--- src/rtl/shifter_pkg.sv ---
// Shared types and helpers for the pipelined barrel shifter.
package shifter_pkg;

    typedef enum logic [1:0] {
        SHIFT_SLL = 2'b00,
        SHIFT_SRL = 2'b01,
        SHIFT_SRA = 2'b10,
        SHIFT_ROR = 2'b11
    } shift_mode_t;

    // Widest operand bit_rev can handle; N must not exceed this.
    localparam int unsigned REV_MAX_W = 256;
    localparam int unsigned REV_IDX_W = $clog2(REV_MAX_W);

    // Register stages needed to cover 'levels' shift levels, 'per_stage' at a time.
    function automatic int unsigned num_stages(input int unsigned levels,
                                               input int unsigned per_stage);
        return (levels + per_stage - 1) / per_stage;
    endfunction

    // Reverse the low w bits of x; bits at and above w come back as zero.
    function automatic logic [REV_MAX_W-1:0] bit_rev(input logic [REV_MAX_W-1:0] x,
                                                     input int unsigned w);
        logic [REV_MAX_W-1:0] r;
        r = '0;
        for (int unsigned i = 0; i < REV_MAX_W; i++) begin
            if (i < w) begin
                r[REV_IDX_W'(i)] = x[REV_IDX_W'(w - 1 - i)];
            end
        end
        return r;
    endfunction

endpackage

--- src/rtl/shift_stage.sv ---
// One pipeline stage of the barrel shifter: shift levels [LO, HI), stage
// register and advance logic. Left shifts travel bit-reversed through the
// pipe: the first stage reverses on entry, the last stage reverses on exit.
// SHIFTER_ROTATE_EN builds the rotate path; otherwise SHIFT_ROR acts as SRL.
module shift_stage
    import shifter_pkg::*;
#(
    parameter int unsigned N     = 32,
    parameter int unsigned TAG_W = 4,
    parameter int unsigned LO    = 0,
    parameter int unsigned HI    = 2,
    parameter bit          FIRST = 1'b1,
    parameter bit          LAST  = 1'b0,
    localparam int unsigned SW   = $clog2(N)
) (
    input  logic              clk,
    input  logic              rst_n,
    input  logic              prev_valid,
    input  logic [N-1:0]      prev_data,
    input  logic [SW-1:0]     prev_shamt,
    input  shift_mode_t       prev_mode,
    input  logic [TAG_W-1:0]  prev_tag,
    input  logic              down_advance,
    output logic              advance_c,
    output logic              valid,
    output logic [N-1:0]      data,
    output logic [SW-1:0]     shamt,
    output shift_mode_t       mode,
    output logic [TAG_W-1:0]  tag
);

    logic [N-1:0] shifted;
    logic         fill;

    // Stage accepts new content when empty or when its content moves on.
    assign advance_c = !valid || down_advance;

    // Fixed shift levels of this stage, with entry/exit reversal for SLL.
    always_comb begin
        shifted = prev_data;
        if (FIRST && prev_mode == SHIFT_SLL) begin
            shifted = N'(bit_rev(REV_MAX_W'(shifted), N));
        end
        // Arithmetic right shifts keep the MSB, so it still holds the input sign.
        fill = (prev_mode == SHIFT_SRA) && shifted[N-1];
        for (int unsigned k = LO; k < HI; k++) begin
            if (|(prev_shamt & (SW'(1) << k))) begin
`ifdef SHIFTER_ROTATE_EN
                if (prev_mode == SHIFT_ROR) begin
                    shifted = (shifted >> (1 << k)) | (shifted << (N - (1 << k)));
                end else begin
                    shifted = (shifted >> (1 << k)) | (fill ? ~({N{1'b1}} >> (1 << k)) : '0);
                end
`else
                shifted = (shifted >> (1 << k)) | (fill ? ~({N{1'b1}} >> (1 << k)) : '0);
`endif
            end
        end
        if (LAST && prev_mode == SHIFT_SLL) begin
            shifted = N'(bit_rev(REV_MAX_W'(shifted), N));
        end
    end

    // Stage register; payload only loads with a valid operation.
    always_ff @(posedge clk or negedge rst_n) begin
        if (!rst_n) begin
            valid <= 1'b0;
            data  <= '0;
            shamt <= '0;
            mode  <= SHIFT_SLL;
            tag   <= '0;
        end else if (advance_c) begin
            valid <= prev_valid;
            if (prev_valid) begin
                data  <= shifted;
                shamt <= prev_shamt;
                mode  <= prev_mode;
                tag   <= prev_tag;
            end
        end
    end

endmodule

--- src/rtl/pipelined_shifter.sv ---
// Pipelined multi-mode barrel shifter with valid/ready stages that collapse
// bubbles. Optional macro SHIFTER_ROTATE_EN enables the SHIFT_ROR rotate.
module pipelined_shifter
    import shifter_pkg::*;
#(
    parameter int unsigned N                = 32,
    parameter int unsigned LEVELS_PER_STAGE = 2,
    parameter int unsigned TAG_W            = 4
) (
    input  logic                 clk,
    input  logic                 rst_n,
    input  logic                 i_valid,
    output logic                 i_ready,
    input  logic [N-1:0]         i_data,
    input  logic [$clog2(N)-1:0] i_shamt,
    input  shift_mode_t          i_mode,
    input  logic [TAG_W-1:0]     i_tag,
    output logic                 o_valid,
    input  logic                 o_ready,
    output logic [N-1:0]         o_data,
    output logic [TAG_W-1:0]     o_tag
);

    localparam int unsigned SW = $clog2(N);
    localparam int unsigned L  = num_stages(SW, LEVELS_PER_STAGE);

    // Index 0 is the input port; index s+1 is the register of stage s.
    logic [L:0]       vld;
    logic [N-1:0]     dat [L+1];
    logic [SW-1:0]    sam [L+1];
    shift_mode_t      mod [L+1];
    logic [TAG_W-1:0] tg  [L+1];
    logic             adv [L];
    logic [L-1:0]     down_adv;
    logic             full_below;

    assign vld[0] = i_valid;
    assign dat[0] = i_data;
    assign sam[0] = i_shamt;
    assign mod[0] = i_mode;
    assign tg[0]  = i_tag;

    // Downstream of stage s moves when the output drains or any later stage is empty.
    always_comb begin
        full_below = 1'b1;
        down_adv   = '0;
        for (int s = L - 1; s >= 0; s--) begin
            down_adv[s] = o_ready || !full_below;
            full_below  = full_below && vld[s+1];
        end
    end

    for (genvar s = 0; s < L; s++) begin : g_stage
        localparam int unsigned LO = s * LEVELS_PER_STAGE;
        localparam int unsigned HI = ((s + 1) * LEVELS_PER_STAGE < SW) ?
                                     (s + 1) * LEVELS_PER_STAGE : SW;
        shift_stage #(
            .N     (N),
            .TAG_W (TAG_W),
            .LO    (LO),
            .HI    (HI),
            .FIRST (s == 0),
            .LAST  (s == L - 1)
        ) u_stage (
            .clk          (clk),
            .rst_n        (rst_n),
            .prev_valid   (vld[s]),
            .prev_data    (dat[s]),
            .prev_shamt   (sam[s]),
            .prev_mode    (mod[s]),
            .prev_tag     (tg[s]),
            .down_advance (down_adv[s]),
            .advance_c    (adv[s]),
            .valid        (vld[s+1]),
            .data         (dat[s+1]),
            .shamt        (sam[s+1]),
            .mode         (mod[s+1]),
            .tag          (tg[s+1])
        );
    end

    assign i_ready = adv[0];
    assign o_valid = vld[L];
    assign o_data  = dat[L];
    assign o_tag   = tg[L];

endmodule

--- config.mk ---
export PLATFORM = sky130hd
export DESIGN_NAME = pipelined_shifter
export DESIGN_NICKNAME = d
export VERILOG_FILES = /design/src/rtl/shifter_pkg.sv /design/src/rtl/shift_stage.sv /design/src/rtl/pipelined_shifter.sv
export SDC_FILE = /design/constraint.sdc
export NUM_CORES = 1
export LEC_CHECK = 0
export CAP_MARGIN = 25
export CORE_MARGIN = 10
export CORE_UTILIZATION = 59
export CTS_CLUSTER_DIAMETER = 100
export DETAILED_ROUTE_END_ITERATION = 8
export DONT_BUFFER_PORTS = 1
export GPL_TIMING_DRIVEN = 0
export MAX_ROUTING_LAYER = met4
export PLACE_DENSITY = 0.82
export SLEW_MARGIN = 10
export SYNTH_ARGS = -nofsm -noshare
export SYNTH_HDL_FRONTEND = slang
export SYNTH_SLANG_ARGS = --single-unit
--- constraint.sdc ---
create_clock -name clk -period 2.2 [get_ports clk]
set_input_delay 0.44 -clock clk [delete_from_list [all_inputs] [get_ports clk]]
set_output_delay 0.44 -clock clk [all_outputs]
set_load 0.02 [all_outputs]
# == Word-level counts from Yosys, hierarchy flattened ==
# Cells that the tools add are included.
# classes
mux,12
n_eq_ne,3
reduce_logical,17
bitwise,5
# op_table
operator,n
32-bit 2-to-1 mux,12
16-bit by 32-bit bitwise OR with 32-bit output,1
24-bit by 32-bit bitwise OR with 32-bit output,1
28-bit by 32-bit bitwise OR with 32-bit output,1
30-bit by 32-bit bitwise OR with 32-bit output,1
31-bit by 32-bit bitwise OR with 32-bit output,1
"2-bit equality test, second input constant",3
2-bit AND reduction,3
1-bit logical AND,4
1-bit zero test,4
2-bit zero test,2
1-bit logical OR,4
# totals
in_bits,47
register_bits,125
elab_cells,50
out_inout_bits,38

# == Logic depth before layout (Yosys ltp) ==
# depth
word_depth,8
mapped_depth,6
ltp_nobuf,4

# == Modules after synthesis ==
# From an unflattened synthesis, not the netlist that was laid out.
# unflattened
hier_cells,640
hier_area_um2,7369.6
# modules_own_cells
mod,n_inst,seq_area_each_um2,area_per_inst_um2,cells_each
shift_stage at g_stage[0].u_stage,1,1101.1,2647.5,196
shift_stage at g_stage[2].u_stage,1,1101.1,2433.6,214
shift_stage at g_stage[1].u_stage,1,1101.1,2274.7,228
pipelined_shifter,1,0.0,13.8,2

# == Least setup slack after synthesis ==
# Ideal clock, no wire load.
# synth_path
path_type,register to register
from,register g_stage[2].u_stage.valid
to,register g_stage[0].u_stage.mode[0]
period_less_slack_ns,1.846
required_time_ns,2.072
path_stages_with_launch,5
setup_time_ns,0.128
t_arrival_ns,1.718
setup_slack_ns,0.354
path_buffers,1
path_cell_list,dfrtp_1 > nand4b_1 > nand2_1 > clkbuf_1 > mux2_1
# synth_via
elab_chain_cells,5
# synth_lines
element,line_no,source
"start, declared",shift_stage.sv:25,"output logic valid,"
"start signal, assigned",shift_stage.sv:73,valid <= prev_valid;
1-bit logical AND,pipelined_shifter.sv:49,full_below = full_below && vld[s+1];
1-bit zero test,pipelined_shifter.sv:48,down_adv[s] = o_ready || !full_below;
1-bit logical OR,pipelined_shifter.sv:48,
1-bit logical OR,shift_stage.sv:36,assign advance_c = !valid || down_advance;
net i_ready,pipelined_shifter.sv:13,"output logic i_ready,"
2-bit AND reduction (no line),-,
"end signal, assigned",shift_stage.sv:77,mode <= prev_mode;
"end, declared",shift_stage.sv:28,"output shift_mode_t mode,"
# The timed path passes the listed nets, and every way through them passes these cells.
# A chain may end at the register's enable or synchronous reset.

# == Worst setup path after layout ==
# layout_path
from,register g_stage[2].u_stage.valid
to,register g_stage[1].u_stage.data[20]
# layout_via
elab_chain_cells,4
# layout_lines
element,line_no,source
1-bit zero test,pipelined_shifter.sv:48,
1-bit logical OR,pipelined_shifter.sv:48,
1-bit logical OR,shift_stage.sv:36,
2-bit AND reduction (no line),-,
"end signal, assigned",shift_stage.sv:75,data <= shifted;
"end, declared",shift_stage.sv:26,"output logic [N-1:0] data,"
# No other way between the ends.

==> key figures <==
Run status
  • Status: complete, but fails checks
  • Failing checks: negative hold slack

Die
  • Die height: ~130 um
  • Row Count: 40
  • Die W: 130 um
  • Die area: 0.0170 mm^2
  • I/O Pins: 85
  • Starting Density: 59.9%
  • Core area: approximately 0.012 mm^2

Flow run
  • Max cap viols: 0

Clock tree
  • CTS root buf: clkbuf_16
  • Clock Path Buffers: 2
  • Worst-path clk slew: about 0.060 ns
  • CTS tree: yes
  • Clk_lat worst skew: 0.42 ns
  • # Post-CTS Setup Buffers: 0
  • Max H-tree Level: 4
  • Total clock buffers created by CTS: 17
  • Clk sinks: 119

Yosys
  • Synth cell types: 43
  • Register area share after synthesis: around two fifths
  • Syn Area/Cell: 10.3 um^2
  • EDFF count, synth: 0
  • Synth Flop Type: dfrtp_1
  • Mapped Nets: 740
  • Synth Instances: 693
  • Synth Warn #: 0
  • Seq cells post-synth: 119
  • Post-Synthesis Cell Area: 0.00717 mm^2
  • Asr flop ratio synth: 100%

Final layout
  • Share of layout cells above drive strength 1: 19.2%
  • Area delta synth->final: 10.9%
  • N_diodes: 0
  • Nets: approximately 760
  • Post-route non-filler standard cell count: 870

Place
  • IO buf count: 0
  • Placer congestion estimate: 0.972
  • Placed instance count: 840
  • HPWL after detailed placement: 14800 um

Timing
  • RSZ-0062 raised after global routing: no
  • Fin Setup TNS: 0 ns
  • # setup viols final: 0
  • Slew HR: 54.1%
  • F_max: 0.485 GHz
  • Slew Viols, Final: 0
  • Hold Violations, Final: between 100 and 150
  • Fin crit period: 2.06 ns
  • Fin crit share: 93.7%
  • Worst slew pin tran: 0.689 ns
  • Clk_skew: slightly below 0.007 ns
  • Fin Hold WS: -0.287 ns

Drt
  • Total Wirelength: 19900 um
  • Vias post-DR: 5757
  • 1st-pass router iterations: 5
  • Via-per-instance ratio: 6.62
  • DRT iter0 DRCs: 704
  • Post-DRT Antenna Nets: 0
  • DRC Markers: 0
  • Routed length per instance: 22.8 um

Global route
  • GRT Resource Usage Total: 25.1%
  • First-pass GRT wire length: 31700 um
  • Largest net degree at the start of global routing: 120
  • Initial antenna violation count: 0
  • Vias in the first global route: 5751
  • Gr ovfl total: 0

Power and ir drop
  • Power per Cell Area: 1180 mW/mm^2
  • Pleak: roughly 3.4 nW
  • Worst VDD drop: 0.000613 V
  • Total power: 9.40 mW

Setup path
  • WP data arrival: 2.36 ns
  • Worst setup path class: reg -> reg
  • Crit Path Max Fanout: 10
  • Crit start category: register
  • Setup crit end kind: register
  • Req. time, crit path: 2.50 ns

Min path
  • Worst min-delay path category: in -> async
## synthesized netlist by cell type, types with 15 or more instances
| master | count | area share (%) |
|---|---|---|
| clkbuf_1 | 42 | 2.2 |
| nand2_1 | 131 | 6.9 |
| mux4_2 | 30 | 9.4 |
| o21ai_1 | 83 | 5.8 |
| o31ai_1 | 15 | 1.6 |
| nor2_1 | 15 | 0.79 |
| mux2i_1 | 66 | 9.2 |
| mux2_2 | 28 | 4.4 |
| o22a_1 | 17 | 2.1 |
| buf_4 | 33 | 3.5 |
| dfrtp_1 | 119 | 42 |
## critical path, cell delays in order, from the launching register on
cell,delay (ns)
dfrtp_1,0.50
nand3b_1,0.14
nand2_1,0.35
clkbuf_1,0.51
mux2_2,0.43
## placed cells by master, fill, tap and decap left out, drive strengths merged, types with 2 or more instances in the layout
cell,Yosys,routed
o21ai,95,95
and3b,3,3
buf,50,49
nand3b,2,2
nand2b,5,5
dfrtp,119,119
clkbuf,43,63
bufinv,0,3
mux4,36,36
clkinv,0,7
mux2i,66,66
nand3,2,2
nor3,14,14
o31ai,15,15
o221ai,14,14
a21o,2,2
nor2,16,16
a21boi,2,2
o22a,17,17
mux2,34,34
a21oi,13,13
nand2,131,131
## layer usage
metal  wire, um  track usage (%)
met1       7790             30.2
met2       9740             39.6
met3       1660             6.04
met4        671             10.7
met5          0                -
## metrics by stage
stage,cell area (um^2),setup WS (ns),util (%)
after floorplan,7170,0.354,-
after global placement,7350,0.0341,61.4
after detailed placement,7350,-0.00152,61.4
after CTS,7950,0.0503,66.5
after global routing,7950,0.0247,66.5
final,7950,0.138,66.5
## kinds of logic after synthesis
| logic type | count (synthesis) | share of synthesized area (%) |
|---|---|---|
| multiplexers | 136 | 26.2 |
| flip-flops | 119 | 41.6 |
| XOR/XNOR | 1 | 0.122 |
| AND/OR/NAND/NOR | 178 | 10.6 |
| AO/OA/AOI/OAI | 165 | 14.1 |
| buffers and inverters | 94 | 7.44 |
## sequential cells by signal (all words and copies together) (netlist names)
signal and count:
g_stage.u_stage.valid 3, g_stage.u_stage.tag 12, g_stage.u_stage.shamt 4, g_stage.u_stage.data 96
g_stage.u_stage.mode 4
## power breakdown
group / total [mW] / leakage, nW / internal [mW] / switching, mW
registers: 3.52 / 1.49 / 2.83 / 0.697
clock network: 2.79 / 0.290 / 1.80 / 0.983
logic: 3.09 / 1.61 / 1.35 / 1.74
total: 9.40 / 3.39 / 5.98 / 3.42
## final timing paths
path / start / endpoint / slack, ns / cells past startpoint
max: g_stage[2].u_stage.valid / g_stage[1].u_stage.data[20] / 0.14 / 4
min: rst_n / g_stage[2].u_stage.data[17] / -0.29 / 0
max reg2reg: g_stage[2].u_stage.valid / g_stage[1].u_stage.data[20] / 0.14 / 4
min reg2reg: g_stage[0].u_stage.tag[3] / g_stage[0].u_stage.tag[3] / 0.47 / 2
max in group asynchronous: rst_n / g_stage[1].u_stage.data[5] / 2.29 / 0
min in group clk: i_valid / g_stage[0].u_stage.valid / 0.13 / 1
## final cells by class
cell class | instances | area [um^2]
fillers | 884 | 4010
multi-input cells | 480 | 3660
flip-flops and latches | 119 | 2980
plain buffers | 92 | 527
clock buffers | 20 | 447
well taps | 147 | 184
clock inverters | 11 | 151
inverters | 1 | 3.75
## what timing repair did
item                                   4_1_cts  5_1_grt
gates resized for setup                      1        3
setup endpoints to repair                    1       20
endpoints found under the hold margin      119      119
No activity file was read; power rests on OpenSTA's default activity.
